## config.mk

```make
export PLATFORM = sky130hd
export DESIGN_NAME = mcu_seq_ctrl
export DESIGN_NICKNAME = d
export VERILOG_FILES = /design/src/rtl/mcu_pkg.sv /design/src/rtl/mcu_decode.sv /design/src/rtl/mcu_seq_ctrl.sv
export SDC_FILE = /design/constraint.sdc
export NUM_CORES = 1
export LEC_CHECK = 0
export ABC_AREA = 1
export ABC_CLOCK_PERIOD_IN_PS = 3190
export BUFFER_PORTS_ARGS = -buffer_cell sky130_fd_sc_hd__buf_4
export CAP_MARGIN = 20
export CELL_PAD_IN_SITES_DETAIL_PLACEMENT = 0
export CELL_PAD_IN_SITES_GLOBAL_PLACEMENT = 1
export CORE_UTILIZATION = 33
export CTS_CLUSTER_DIAMETER = 200
export DETAILED_ROUTE_END_ITERATION = 12
export PLACE_DENSITY = 0.83
export SLEW_MARGIN = 20
export SYNTH_ARGS = -nofsm -noshare
export SYNTH_HDL_FRONTEND = slang
export SYNTH_SLANG_ARGS = --single-unit
```

## constraint.sdc

```tcl
create_clock -name clk -period 3.19 [get_ports clk]
set_input_delay 0.319 -clock clk [delete_from_list [all_inputs] [get_ports clk]]
set_output_delay 0.319 -clock clk [all_outputs]
set_load 0.01 [all_outputs]
```

## src/rtl/mcu_pkg.sv

```systemverilog
// Shared encodings for the 8-bit MCU: instruction fields, SM/Op codes,
// sequencer phases and controller state types.
package mcu_pkg;

  typedef enum logic [1:0] {
    SM_MEM   = 2'b00,
    SM_ARITH = 2'b01,
    SM_LOGIC = 2'b10,
    SM_FLOW  = 2'b11
  } sm_e;

  typedef enum logic {
    ST_IDLE = 1'b0,
    ST_RUN  = 1'b1
  } state_e;

  typedef enum logic {
    WB_RES  = 1'b0,
    WB_DMEM = 1'b1
  } wb_src_e;

  localparam logic [3:0] OP_LDI = 4'b0000;
  localparam logic [3:0] OP_LDM = 4'b0001;
  localparam logic [3:0] OP_STM = 4'b0010;

  localparam logic [3:0] OP_CMP = 4'b0000;
  localparam logic [3:0] OP_ADD = 4'b0001;
  localparam logic [3:0] OP_SUB = 4'b0010;

  localparam logic [3:0] OP_AND = 4'b0000;
  localparam logic [3:0] OP_OR  = 4'b0001;
  localparam logic [3:0] OP_XOR = 4'b0010;
  localparam logic [3:0] OP_NOT = 4'b0011;

  localparam logic [3:0] OP_JMP = 4'b0000;
  localparam logic [3:0] OP_JNZ = 4'b0001;
  localparam logic [3:0] OP_JZ  = 4'b0010;
  localparam logic [3:0] OP_JNC = 4'b0011;
  localparam logic [3:0] OP_JC  = 4'b0100;

  localparam logic [2:0] PH_FETCH  = 3'd0;
  localparam logic [2:0] PH_DECODE = 3'd1;
  localparam logic [2:0] PH_EXEC   = 3'd2;
  localparam logic [2:0] PH_ALU    = 3'd3;
  localparam logic [2:0] PH_MEM    = 3'd4;
  localparam logic [2:0] PH_WB     = 3'd5;

  localparam int SM_HI  = 15;
  localparam int SM_LO  = 14;
  localparam int OP_HI  = 13;
  localparam int OP_LO  = 10;
  localparam int RD_HI  = 9;
  localparam int RD_LO  = 8;
  localparam int IMM_HI = 7;
  localparam int IMM_LO = 0;
  localparam int RS2_HI = 1;
  localparam int RS2_LO = 0;

  function automatic logic [15:0] mk_instr(input logic [1:0] sm, input logic [3:0] op,
                                           input logic [1:0] rd, input logic [7:0] imm);
    return {sm, op, rd, imm};
  endfunction

endpackage

```

## src/rtl/mcu_decode.sv

```systemverilog
// Combinational instruction decoder: turns the latched instruction word into
// the control qualifiers the sequencer acts on in phases 2..5.
module mcu_decode
  import mcu_pkg::*;
(
  input  logic [15:0] ir,
  output logic        wb_en,
  output wb_src_e     wb_src,
  output logic        dmem_rd,
  output logic        dmem_wr,
  output logic        upd_Z,
  output logic        upd_C,
  output logic        is_cmp,
  output logic        is_branch,
  output logic        imm_sel
);

  sm_e        sm;
  logic [3:0] op;
  logic       unused_ir;

  assign sm        = sm_e'(ir[SM_HI:SM_LO]);
  assign op        = ir[OP_HI:OP_LO];
  assign unused_ir = ^ir[RD_HI:0];

  // Anything not matched below stays all-zero, which makes it a NOP.
  always_comb begin
    wb_en     = 1'b0;
    wb_src    = WB_RES;
    dmem_rd   = 1'b0;
    dmem_wr   = 1'b0;
    upd_Z     = 1'b0;
    upd_C     = 1'b0;
    is_cmp    = 1'b0;
    is_branch = 1'b0;
    imm_sel   = (sm == SM_MEM) || (sm == SM_FLOW);
    case (sm)
      SM_MEM: begin
        case (op)
          OP_LDI: wb_en = 1'b1;
          OP_LDM: begin
            wb_en   = 1'b1;
            wb_src  = WB_DMEM;
            dmem_rd = 1'b1;
          end
          OP_STM:  dmem_wr = 1'b1;
          default: ;
        endcase
      end
      SM_ARITH: begin
        case (op)
          OP_CMP: begin
            is_cmp = 1'b1;
            upd_Z  = 1'b1;
            upd_C  = 1'b1;
          end
          OP_ADD: begin
            wb_en = 1'b1;
            upd_Z = 1'b1;
            upd_C = 1'b1;
          end
          OP_SUB: begin
            wb_en = 1'b1;
            upd_Z = 1'b1;
          end
          default: ;
        endcase
      end
      SM_LOGIC: begin
        if (op <= OP_NOT) begin
          wb_en = 1'b1;
          upd_Z = 1'b1;
        end
      end
      SM_FLOW: begin
        if (op <= OP_JC) is_branch = 1'b1;
      end
      default: ;
    endcase
  end

endmodule

```

## src/rtl/mcu_seq_ctrl.sv

```systemverilog
// Six-phase instruction sequencer: fetch, decode, execute via the shared ALU,
// memory access and writeback/PC update, one instruction per six clocks.
module mcu_seq_ctrl
  import mcu_pkg::*;
#(
  parameter int PC_W = 8,
  parameter int N    = 8
) (
  input  logic            clk,
  input  logic            rst,
  input  logic            run,
  output logic [PC_W-1:0] imem_addr,
  input  logic [15:0]     imem_data,
  output logic [1:0]      rf_ra1,
  output logic [1:0]      rf_ra2,
  input  logic [N-1:0]    rf_rd1,
  input  logic [N-1:0]    rf_rd2,
  output logic [1:0]      rf_wa,
  output logic [N-1:0]    rf_wd,
  output logic            rf_we,
  output logic [7:0]      dmem_addr,
  output logic [N-1:0]    dmem_wdata,
  output logic            dmem_we,
  input  logic [N-1:0]    dmem_rdata,
  output logic [2:0]      cnt_clk,
  output logic [1:0]      alu_sm,
  output logic [3:0]      alu_op,
  output logic [N-1:0]    alu_rs1,
  output logic [N-1:0]    alu_rs2,
  input  logic [N-1:0]    alu_rd,
  input  logic [3:0]      alu_flag,
  output logic            flag_Z,
  output logic            flag_C,
  output logic            busy
);

  state_e          state, state_nx;
  logic [2:0]      phase, phase_nx;
  logic [PC_W-1:0] pc;
  logic [15:0]     ir;
  logic [N-1:0]    res;
  logic [7:0]      imm8;
  logic            taken;
  logic            unused_flag;

  logic    wb_en, dmem_rd, dmem_wr, upd_Z, upd_C, is_cmp, is_branch, imm_sel;
  wb_src_e wb_src;

  mcu_decode u_decode (
    .ir        (ir),
    .wb_en     (wb_en),
    .wb_src    (wb_src),
    .dmem_rd   (dmem_rd),
    .dmem_wr   (dmem_wr),
    .upd_Z     (upd_Z),
    .upd_C     (upd_C),
    .is_cmp    (is_cmp),
    .is_branch (is_branch),
    .imm_sel   (imm_sel)
  );

  assign imm8        = ir[IMM_HI:IMM_LO];
  assign cnt_clk     = phase;
  assign busy        = (state == ST_RUN);
  assign unused_flag = ^alu_flag[2:1];

  // Branches look at the architectural flags, so a flag set by the previous
  // instruction's writeback is already visible here.
  always_comb begin
    taken = 1'b0;
    if (is_branch) begin
      case (ir[OP_HI:OP_LO])
        OP_JMP:  taken = 1'b1;
        OP_JNZ:  taken = ~flag_Z;
        OP_JZ:   taken = flag_Z;
        OP_JNC:  taken = ~flag_C;
        OP_JC:   taken = flag_C;
        default: taken = 1'b0;
      endcase
    end
  end

  always_comb begin
    state_nx = state;
    phase_nx = phase;
    case (state)
      ST_IDLE: begin
        phase_nx = PH_FETCH;
        if (run) state_nx = ST_RUN;
      end
      ST_RUN: begin
        if (phase == PH_WB) begin
          phase_nx = PH_FETCH;
          if (!run) state_nx = ST_IDLE;
        end else begin
          phase_nx = phase + 3'd1;
        end
      end
      default: begin
        state_nx = ST_IDLE;
        phase_nx = PH_FETCH;
      end
    endcase
  end

  always_ff @(posedge clk) begin
    if (rst) begin
      state  <= ST_IDLE;
      phase  <= PH_FETCH;
      pc     <= '0;
      ir     <= '0;
      res    <= '0;
      flag_Z <= 1'b0;
      flag_C <= 1'b0;
    end else begin
      state <= state_nx;
      phase <= phase_nx;
      if (state == ST_RUN) begin
        if (phase == PH_DECODE) ir <= imem_data;
        if (phase == PH_MEM) res <= alu_rd;
        if (phase == PH_WB) begin
          pc <= taken ? PC_W'(imm8) : pc + PC_W'(1);
          if (is_cmp) begin
            flag_Z <= (rf_rd1 == rf_rd2);
            flag_C <= alu_flag[3];
          end else begin
            if (upd_Z) flag_Z <= (res == '0);
            if (upd_C) flag_C <= alu_flag[0];
          end
        end
      end
    end
  end

  // Strobes are masked by rst so a reset landing in phase 4/5 cancels the write.
  always_comb begin
    imem_addr  = '0;
    rf_ra1     = '0;
    rf_ra2     = '0;
    rf_wa      = '0;
    rf_wd      = '0;
    rf_we      = 1'b0;
    dmem_addr  = '0;
    dmem_wdata = '0;
    dmem_we    = 1'b0;
    alu_sm     = '0;
    alu_op     = '0;
    alu_rs1    = '0;
    alu_rs2    = '0;
    if (state == ST_RUN) begin
      if (phase >= PH_EXEC) begin
        rf_ra1 = ir[RD_HI:RD_LO];
        rf_ra2 = ir[RS2_HI:RS2_LO];
      end
      case (phase)
        PH_FETCH: imem_addr = pc;
        PH_EXEC: begin
          alu_sm  = ir[SM_HI:SM_LO];
          alu_op  = ir[OP_HI:OP_LO];
          alu_rs1 = rf_rd1;
          alu_rs2 = imm_sel ? N'(imm8) : rf_rd2;
        end
        PH_MEM: begin
          if (dmem_rd || dmem_wr) dmem_addr = imm8;
          if (dmem_wr) begin
            dmem_wdata = rf_rd1;
            dmem_we    = ~rst;
          end
        end
        PH_WB: begin
          if (wb_en) begin
            rf_we = ~rst;
            rf_wa = ir[RD_HI:RD_LO];
            rf_wd = (wb_src == WB_DMEM) ? dmem_rdata : res;
          end
        end
        default: ;
      endcase
    end
  end

endmodule

```

After elaboration in Yosys (flattened, before gate mapping)
Cells that the tools add are included.
{ "word_totals": {"ff_bits": 38, "elab_cells": 105} }
{ "op_classes": {"n_addsub": 2, "magnitude_cmp": 3, "eq_ne": 12, "muxes": 61, "bitwise_logic": 4, "reduce_logical": 16} }
{ "ops": {"columns": ["op", "n"], "rows": [
  ["8-bit two-way mux", 18],
  ["1-bit two-way mux", 26],
  ["2-bit two-way mux", 9],
  ["8-bit by 1-bit adder with 8-bit output, second input constant", 1],
  ["4-bit by 2-bit equality test with 1-bit output, second input constant", 2],
  ["8-bit equality test", 1],
  ["8-bit logical NOT", 1],
  ["4-bit two-way mux", 2],
  ["3-bit equality test, second input constant", 2],
  ["3-bit one-hot mux with 2 select lines", 1],
  ["2-bit AND reduction", 3],
  ["3-bit AND reduction", 2],
  ["1-bit one-hot mux with 5 select lines", 1],
  ["2-bit equality test, second input constant", 2],
  ["4-bit by 1-bit equality test with 1-bit output, second input constant", 1],
  ["4-bit by 3-bit equality test with 1-bit output, second input constant", 1],
  ["4-bit by 2-bit <= comparator with 1-bit output, second input constant", 1],
  ["4-bit by 3-bit <= comparator with 1-bit output, second input constant", 1],
  ["4-bit logical NOT", 1],
  ["1-bit inverter", 4],
  ["1-bit one-hot mux with 2 select lines", 2],
  ["2-bit nonzero test", 2],
  ["2-bit OR reduction", 2],
  ["3-bit by 1-bit adder with 3-bit output, second input constant", 1],
  ["10 further kinds", 11]
]} }

Logic depth before layout (Yosys ltp)
Gate-level depths: netlist (run 1).
{ "logic_depth": {"depth_word": 7, "depth_mapped": 11} }

Cells and area by module
From an unflattened synthesis (run 1), not the netlist that was laid out.
{ "hier_totals": {"hier_cells": 422, "area_unflattened_um2": 2628.8} }
{ "by_module_without_submodules": {"columns": ["module", "instances", "cells_per_inst", "area_per_inst_um2", "seq_area_each_um2"], "rows": [
  ["mcu_seq_ctrl", 1, 390, 2424.8, 760.7],
  ["mcu_decode", 1, 32, 203.9, 0.0]
]} }

Worst setup path after synthesis (run 1)
OpenSTA, ideal clock, no wires.
{ "synth_timing": {"path_type": "flip-flop to output port", "startpoint": "register phase[0] (netlist: cnt_clk[0])", "endpoint": "output rf_wd[0]", "arrival_ps": 1539, "required_time_ps": 2871, "path_slack_ps": 1332, "stages_incl_launch_ff": 9, "n_path_buf": 1, "cell_sequence": "dfxtp_1 ha_1 nand2_1 nor2_4 inv_1 nor2_1 nand2_1 buf_6 a211oi_1"} }
{ "synth_via": {"elab_chain_cells": 3} }
{ "synth_lines": {"columns": ["item", "line", "source"], "rows": [
  ["start, declared", "mcu_seq_ctrl.sv:38", "logic [2:0] phase, phase_nx;"],
  ["start signal, assigned", "mcu_seq_ctrl.sv:117", "phase <= phase_nx;"],
  ["3-bit equality test", "mcu_seq_ctrl.sv:155", "case (phase)"],
  ["8-bit two-way mux", "mcu_seq_ctrl.sv:155", null],
  ["8-bit two-way mux", "mcu_seq_ctrl.sv:150", "if (state == ST_RUN) begin"],
  ["end, declared", "mcu_seq_ctrl.sv:19", "output logic [N-1:0] rf_wd,"]
]} }
Every way passes these cells.

Final worst setup path (run 1)
{ "layout_timing": {"startpoint": "register ir[15]", "endpoint": "output rf_wd[2]"} }
{ "layout_via": {"elab_chain_cells": 6, "word_cells_on_any_way": 9} }
{ "layout_lines": {"columns": ["item", "line", "source"], "rows": [
  ["start, declared", "mcu_seq_ctrl.sv:40", "logic [15:0] ir;"],
  ["start signal, assigned", "mcu_seq_ctrl.sv:119", "if (phase == PH_DECODE) ir <= imem_data;"],
  ["2-bit logical NOT", "mcu_decode.sv:37", "case (sm)"],
  ["1-bit two-way mux", "mcu_decode.sv:37", null],
  ["8-bit two-way mux", "mcu_seq_ctrl.sv:174", "rf_wd = (wb_src == WB_DMEM) ? dmem_rdata : res;"],
  ["8-bit two-way mux (*)", "mcu_seq_ctrl.sv:171", "if (wb_en) begin"],
  ["8-bit two-way mux (*)", "mcu_seq_ctrl.sv:155", null],
  ["8-bit two-way mux (*)", "mcu_seq_ctrl.sv:150", null]
]} }
Every way passes the cells marked *; elsewhere a longest branch is shown, timed or not.

==> impl_metrics.ini, run 1 <==
[logic_synthesis]
synth_compound_area_share_pct = 16.8
synthXorXnorAreaFrac_pct = 3.81
yosysSeqAreaShare_pct = 30.1
syn_avg_cell_area_um2 = 6.40
syn_area_um2 = 2530
yosys_register_bits = 38
ys_types = 27
ys_async_sr_fraction_pct = 0
synth_nets = 459
synthMuxAreaShare_pct = 0
syn_inst = 395
synth_top_family_by_area = simple AND/OR/NAND/NOR gates
synth-simple-area-share_pct = 32.4
synth-main-ff-cell = dfxtp_1
synth_edf_count = 0
synth_fa_ha_area_share_pct = 4.46
synth_warnings = 0

[clock_network]
hold_buffers = 0
path_clk_slew_ns = 0.08
cts_setup_buffers = 0
cts_tree = built
h-tree-depth = 2
cts_root_buf = clkbuf_8
cts_resized = 0
clock_sinks = 38
cts_buffers = 5
clockBufferDepth = 2
insertion_delay_ns = 0.29

[job]
drv_cap = 0

[place]
io_buffers = 120
post-place-ws_ns = 0.990
place_inst = 600
gp_congestion = 0.796
dpl.hpwl_um = 6280

[sta]
post-route-period-util_pct = 79.4
period_needed_ns = 2.53
rsz0062_at_grt = no
fmax_mhz = 395
slew_headroom_pct = 37.5
setup_violations = 0
drv_slew = 0
finClkSkew_ns = 0.00517
tns_ns = 0
tightest_slew_ns = 0.935
setup_ws_ns = 0.658
hold_viol_final = 0

[finish]
final_net_count = 572
drive_above_1_share_pct = 28.0
n_antenna_cell = 0
stdcell_count = 607
area_delta_synth_final_pct = 42.5

[status]
status = finished, final reports clean

[drt]
via_per_inst = 4.76
dr.pass1.iters = 4
vias = 2888
drc = 0
post_drt_wl_per_cell_um = 13.2
drtIter0Drc = 113
wirelength_um = 8030
postRouteAntennaNets = 0

[worst_setup_path]
arrival_ns = 2.21
r2r_cells = 5
critical_path_required_ns = 2.87
crit_path_end_kind = primary output
crit_type = reg -> out
start_kind = flip-flop
cp_max_fo = 11

[hold_path]
holdPathStages = 3
hp-class = in -> reg

[grt]
grt_util_all_layers_pct = 20.8
antenna_found_initial = 0
first_global_vias = 2610
overflow = 0
grt_first_pass_wirelength_um = 12700
grt_max_degree = 33

[die]
coreArea_um2 = 7330
rows = 31
die_area_um2 = 8010
die_h_um = 89.5
dieWidth_um = 89.5
initial_utilization_pct = 34.5
io_pins = 123

[power_and_ir_drop]
p_switching_mw = 0.282
p_leak_nw = 1.64
clkPwrFrac_pct = 38.3
pwr-share-seq_pct = 45.4
power.density_nw_per_um2 = 305
combPwrFrac_pct = 16.4
intPower_mw = 0.817
switching_share_pct = 25.7
total_power_mw = 1.10
ir_drop_mv = 0.159
routing by layer:
| layer | up-vias | part of all wire (%) | global-route usage [%] |
|---|---|---|---|
| met5 | - | 0 | 0 |
| met4 | 0 | 1.3 | 4.62 |
| met3 | 11 | 6.4 | 5.54 |
| met2 | 80 | 47 | 35.2 |
| met1 | 1294 | 45 | 26.6 |
| li1 | 1503 | - | - |
flip-flops by register name (all words and copies together) (netlist names):
| name | flops |
|---|---|
| busy | 1 |
| cnt_clk | 3 |
| flag_C | 1 |
| flag_Z | 1 |
| ir | 16 |
| pc | 8 |
| res | 8 |
cell usage after synthesis (7+ instances only):
| cell type | number | share of area (%) |
|---|---|---|
| clkbuf_1 | 12 | 1.8 |
| nor2_1 | 49 | 7.3 |
| xnor2_1 | 7 | 2.4 |
| a211oi_1 | 8 | 2.4 |
| o21ai_0 | 28 | 5.5 |
| nor3_1 | 28 | 5.5 |
| a21oi_1 | 37 | 7.3 |
| ha_1 | 9 | 4.5 |
| nand3_1 | 22 | 4.4 |
| nand2_1 | 68 | 10 |
| inv_1 | 60 | 8.9 |
| dfxtp_1 | 38 | 30 |
cells in the final DEF, fill, tap and decap left out, drive strengths merged, types with 2 or more instances in the layout:
cell,count
buf,123
nand2,69
inv,61
nor2,51
dfxtp,38
a21oi,38
o21ai,30
nor3,28
nand3,25
ha,9
a211oi,8
xnor2,7
clkbuf,6
nand4,6
xor2,4
nor4,2
cell families (layout without fill, tap and decap cells):
family	count (synthesis)	in the layout
adders and majority gates	9	9
and+or+nand+nor	182	182
DFF	38	38
AOI/OAI and AO/OA	77	77
buffers and inverters	78	191
xor gates and xnor gates	11	11
worst paths after layout:
| kind | from | end | slack (ns) |
|---|---|---|---|
| min reg2reg | res[1] | res[1] | 0.49 |
| min | run | busy | 0.22 |
| max | ir[15] | rf_wd[2] | 0.66 |
| max reg2reg | busy | ir[3] | 1.27 |
stage by stage:
step                instance area [um2]  util (%)  hold WS (ns)
global placement                   3490      47.6         0.465
finish                             3600      49.1         0.225
CTS                                3600      49.1         0.215
detailed placement                 3490      47.6         0.469
floorplan                          2530         -         0.430
global route                       3600      49.1         0.220
cell type report:
type,instances,area [um2]
clock buffers,6,82.6
clock inverters,1,30.0
fillers,788,3730
inverters,61,229
multi-input cells,279,1450
flip-flops and latches,38,761
well taps,99,124
repair buffers,123,923
power groups by stage:
stage | logic [mW] | registers [mW] | clock network (mW)
after floorplan | 0.0973 | 0.508 | 0
after global placement | 0.179 | 0.509 | 0
after detailed placement | 0.181 | 0.510 | 0
after CTS | 0.182 | 0.499 | 0.433
after global routing | 0.204 | 0.501 | 0.454
final | 0.180 | 0.499 | 0.420
worst max-delay path: stages (launching register included):
cell and delay (ns):
dfxtp_1 0.33, inv_1 0.12, ha_1 0.20, nor3b_1 0.36
nand3_1 0.12, nand3_1 0.09, nand2_1 0.24, a211oi_1 0.28
buf_4 0.17
No activity file was read; power rests on OpenSTA's default activity.
==> inputs of run 2 (changes only) <==
--- a/config.mk
+++ b/config.mk
@@ -6,15 +6,15 @@
 export NUM_CORES = 1
 export LEC_CHECK = 0
 export ABC_AREA = 1
-export ABC_CLOCK_PERIOD_IN_PS = 3190
+export ABC_CLOCK_PERIOD_IN_PS = 2300
 export BUFFER_PORTS_ARGS = -buffer_cell sky130_fd_sc_hd__buf_4
 export CAP_MARGIN = 20
 export CELL_PAD_IN_SITES_DETAIL_PLACEMENT = 0
 export CELL_PAD_IN_SITES_GLOBAL_PLACEMENT = 1
-export CORE_UTILIZATION = 33
+export CORE_UTILIZATION = 28
 export CTS_CLUSTER_DIAMETER = 200
 export DETAILED_ROUTE_END_ITERATION = 12
-export PLACE_DENSITY = 0.83
+export PLACE_DENSITY = 0.74
 export SLEW_MARGIN = 20
 export SYNTH_ARGS = -nofsm -noshare
 export SYNTH_HDL_FRONTEND = slang
==> constraint.sdc (replaced) <==
create_clock -name clk -period 2.3 [get_ports clk]
set_input_delay 0.23 -clock clk [delete_from_list [all_inputs] [get_ports clk]]
set_output_delay 0.23 -clock clk [all_outputs]
set_load 0.01 [all_outputs]
==> run 2 against run 1 <==
Net effect:
- design area grew 1.5%
- sequential power increased by 39%
- via count down 0.45%
- first-iteration DRC count shrank 37%
- combinational power rose by 44%
- worst hold slack worse by 0.094 ns
- core utilization down 7.2 points
- non-clock buffer count increased by 6
- clock power is 17% higher
- power up 31%
==> impl_metrics.ini, run 2 (synthesis results as in run 1) <==
[status]
status = finished, final reports clean

[worst_setup_path]
path_cells = inv_1 > ha_1 > nor3b_2 > nand3_1 > nand3_1 > nand2_4 > a211oi_1 > buf_4
path_buf_inv = 2
crit_type = reg -> out
max_stage_delay_ns = 0.33
arrival_ns = 1.93
cp_max_fo = 11
crit_path_end_kind = primary output
slowest_stage = dfxtp_1
crit_family = simple AND/OR/NAND/NOR gates
crit_path_frequent_cell = nand3_1
critical_path_required_ns = 2.07
start_kind = flip-flop

[clock_network]
cts_setup_buffers = 0
insertion_delay_ns = 0.29
cts_buffers = 5
path_clk_slew_ns = 0.09
cts_root_buf = clkbuf_8
h-tree-depth = 2
clockBufferDepth = 2
clock_sinks = 38
hold_buffers = 0
cts_tree = built

[sta]
post-route-period-util_pct = 94.0
fmax_mhz = 462
hold_viol_final = 0
slew_headroom_pct = 69.4
rsz0062_at_grt = no
drv_slew = 0
finClkSkew_ns = 0.00998
tightest_slew_ns = 0.456
setup_violations = 0
tns_ns = 0
period_needed_ns = 2.16

[grt]
overflow = 0
grt_util_all_layers_pct = 17.2
antenna_found_initial = 0
first_global_vias = 2733
grt_first_pass_wirelength_um = 13200
grt_max_degree = 34

[die]
io_pins = 123
initial_utilization_pct = 29.0
coreArea_um2 = 8720
rows = 34
dieWidth_um = 97.0
die_area_um2 = 9410
die_h_um = 97.0

[drt]
postRouteAntennaNets = 0
dr.max_layer_used = met4
drtIter0Drc = 71
dr.pass1.iters = 4
via_per_inst = 4.61
drc = 0
post_drt_wl_per_cell_um = 13.1
vias = 2875
wirelength_um = 8160
routed-wl-met2_um = 3830
met1_length_um = 3740
dr_wl_met3_um = 534

[power_and_ir_drop]
power.density_nw_per_um2 = 395
p_leak_nw = 1.67
total_power_mw = 1.44
ir_drop_mv = 0.196

[finish]
layout_commonest_cell = buf_4
drive_above_1_share_pct = 29.5
area_delta_synth_final_pct = 44.6
largest_register_ffs = 16
final_cell_mix = buf_4, nand2_1, inv_1
n_antenna_cell = 0
final_net_count = 578
reg_top3 = ir: 16 flops, pc: 8 flops, res: 8 flops
top_register = ir

[place]
io_buffers = 120
dpl.hpwl_um = 6470
gp_congestion = 0.765

[hold_path]
hp-class = in -> reg

[job]
drv_cap = 0
==> run 2: cell types whose count changed in the layout (fill, tap and decap cells not counted), sizes merged <==
cell,before,now
buf,123,129
bufinv,1,0
clkinv,0,1
clkinvlp,0,1
==> run 2: routing by layer <==
layer | GRT usage, % | vias up
met5 | 0 | -
li1 | - | 1513
met1 | 22.2 | 1282
met2 | 28.7 | 76
met3 | 4.77 | 4
met4 | 3.44 | 0
==> run 2: report_power, final <==
group,switching [mW],internal [mW]
combinational,0.144,0.116
sequential,0.0167,0.675
clock,0.250,0.241
total,0.411,1.03
==> run 2: timing repair <==
action | 4_1_cts | 5_1_grt
resized for setup | 2 | 2
pin swaps | 0 | 0
endpoints found under the setup margin | 9 | 4
==> run 2: layout make-up <==
cell class	instances	area (um2)
flip-flops and latches	38	762
fillers	933	5070
repair buffers	129	968
inverters	61	229
well taps	108	135
clock inverters	2	12.5
clock buffers	6	82.6
multi-input cells	279	1470
==> run 2: path summary, 6_finish.rpt <==
| kind | startpoint | to | cells after the start | slack [ns] |
|---|---|---|---|---|
| hold reg to reg | cnt_clk[0] | cnt_clk[0] | 1 | 0.47 |
| hold / removal | run | busy | 3 | 0.13 |
| setup reg to reg | ir[12] | pc[2] | 7 | 0.78 |
| setup / recovery | ir[15] | rf_wd[2] | 8 | 0.14 |
==> run 2: tightest hold or removal path, cell delays in order <==
cell and delay [ns]:
buf_4 0.08, nand2_1 0.04, nand2_1 0.05
==> run 2: stage by stage <==
| stage | utilization [%] | instance area (um2) | worst slack, ns | std cells | hold slack [ns] |
|---|---|---|---|---|---|
| after global routing | 41.9 | 3650 | 0.00782 | 623 | 0.125 |
| after floorplan | - | 2530 | 0.531 | 395 | 0.341 |
| after detailed placement | 40.7 | 3550 | 0.220 | 615 | 0.433 |
| after global placement | 40.7 | 3550 | 0.261 | 615 | 0.430 |
| after CTS | 41.8 | 3650 | 0.107 | 623 | 0.127 |
| final | 41.9 | 3650 | 0.137 | 623 | 0.131 |
==> inputs of run 3 (changes only) <==
--- a/config.mk
+++ b/config.mk
@@ -15,6 +15,7 @@
 export CTS_CLUSTER_DIAMETER = 200
 export DETAILED_ROUTE_END_ITERATION = 12
 export PLACE_DENSITY = 0.74
+export SETUP_SLACK_MARGIN = 0.4
 export SLEW_MARGIN = 20
 export SYNTH_ARGS = -nofsm -noshare
 export SYNTH_HDL_FRONTEND = slang
==> run 3 against run 2 <==
Net effect:
- die area unchanged
- final cell count rose by 1.8%
- core utilization grew 4.1 points
- first-iteration DRC count up 38%
- non-clock buffer count rose by 10
- via count up 3.1%
- combinational power increased by 21%
- worst hold slack improved by 0.0020 ns
- wire length is 5.8% higher
- clock skew fell by 0.0017 ns
- critical path type unchanged
- highest routed layer unchanged
==> impl_metrics.ini, run 3 (synthesis results as in run 1) <==
[sta]
fmax_mhz = 521
setup_violations = 0
drv_slew = 0
rsz0062_at_grt = yes
hold_viol_final = 0
slew_headroom_pct = 72.3
finClkSkew_ns = 0.00829
period_needed_ns = 1.92
tightest_slew_ns = 0.412
post-route-period-util_pct = 83.4
tns_ns = 0

[place]
io_buffers = 120
gp_congestion = 0.765
dpl.hpwl_um = 6470
place_inst = 615

[grt]
grt_util_all_layers_pct = 18.1
grt_max_degree = 34
antenna_found_initial = 0
first_global_vias = 2907
grt_first_pass_wirelength_um = 13900
overflow = 0

[finish]
final_cell_mix = buf_4, nand2_1, inv_1
layout_commonest_cell = buf_4
area_delta_synth_final_pct = 58.6
n_antenna_cell = 0
top_register = ir
reg_top3 = ir: 16 flops, pc: 8 flops, res: 8 flops
final_net_count = 589
stdcell_count = 634
drive_above_1_share_pct = 39.4
largest_register_ffs = 16

[die]
coreArea_um2 = 8720
rows = 34
die_h_um = 97.0
initial_utilization_pct = 29.0
die_area_um2 = 9410
io_pins = 123
dieWidth_um = 97.0

[drt]
drc = 0
post_drt_wl_per_cell_um = 13.6
dr.pass1.iters = 4
via_per_inst = 4.67
vias = 2963
wirelength_um = 8630
drtIter0Drc = 98
postRouteAntennaNets = 0

[worst_setup_path]
critical_path_required_ns = 2.07
r2r_setup_slack_ns = 0.65
timing.rr.start = ir[13]
crit_type = reg -> out
start_kind = flip-flop
crit_path_end_kind = primary output
r2r-end = pc[2]
cp_max_fo = 6
arrival_ns = 1.69
r2r_cells = 9

[clock_network]
cts_root_buf = clkbuf_8
cts_tree = built
h-tree-depth = 2
insertion_delay_ns = 0.29
path_clk_slew_ns = 0.08
clock_sinks = 38
clockBufferDepth = 2
cts_buffers = 5

[power_and_ir_drop]
power.density_nw_per_um2 = 374
ir_drop_mv = 0.194
p_leak_nw = 1.76
total_power_mw = 1.50

[hold_path]
hold_end = busy
hp-class = in -> reg
holdPathStages = 3
hp-start = run

[status]
status = finished, final reports clean

[job]
drv_cap = 0
[run 3: cell count changes in the layout (fill, tap and decap cells not counted), moves of 4 or more]
cell      before  now
nor3_1        28   16
nor3_2         0   11
a211oi_1       8    0
a211oi_2       0    8
buf_4        129  136
inv_1         60   53
dfxtp_1       37   31
ha_1           9    5
inv_2          1    5
[run 3: area by class of cell]
type / count / area (um2)
inverters: 61 / 236
clock inverters: 2 / 12.5
well taps: 108 / 135
multi-input cells: 280 / 1680
fillers: 906 / 4710
repair buffers: 139 / 1080
flip-flops and latches: 38 / 777
clock buffers: 6 / 82.6
[run 3: timing repair]
item                       in CTS  in global routing
setup buffers                   6                  3
gates resized for setup        53                 17
cloned                          2                  0
hold buffers                    0                  0
pin swaps                       6                  6
setup endpoints to repair      40                 52
[run 3: how the worst max path moves through the flow]
stage | from | endpoint | slack [ns] | cells after the start
after global placement | ir[15] | rf_wd[6] | 0.26 | 8
after CTS | cnt_clk[1] | rf_wd[5] | 0.35 | 9
after global routing | ir[15] | rf_wd[7] | 0.29 | 8
final | ir[15] | rf_wd[7] | 0.38 | 8
after detailed placement | ir[15] | rf_wd[5] | 0.22 | 8
after floorplan | cnt_clk[0] | rf_wd[0] | 0.53 | 8
[run 3: metrics by stage]
stage | setup slack [ns] | hold WS, ns | cell area (um2) | util, %
floorplan | 0.531 | 0.341 | 2530 | -
global placement | 0.261 | 0.430 | 3550 | 40.7
detailed placement | 0.220 | 0.433 | 3550 | 40.7
CTS | 0.347 | 0.127 | 3920 | 45.0
global route | 0.290 | 0.125 | 4010 | 46.0
finish | 0.381 | 0.133 | 4010 | 46.0
[run 3: critical path, cell delays in order (launching register included)]
cell      delay [ns]
dfxtp_2         0.34
inv_4           0.07
ha_4            0.13
nor3b_4         0.22
nand3_2         0.12
nand3_4         0.13
nand2_8         0.09
a211oi_2        0.16
buf_4           0.15
[run 3: power breakdown]
group          switching [mW]  internal (mW)
Sequential             0.0186          0.674
Clock                   0.250          0.241
Combinational           0.171          0.144
Total                   0.440           1.06
[run 3: routing by layer]
| metal | routed length (um) | track usage (%) |
|---|---|---|
| met1 | 3850 | 22.3 |
| met5 | 0 | 0 |
| met2 | 4190 | 31.4 |
| met4 | 85 | 3.90 |
| met3 | 518 | 4.84 |
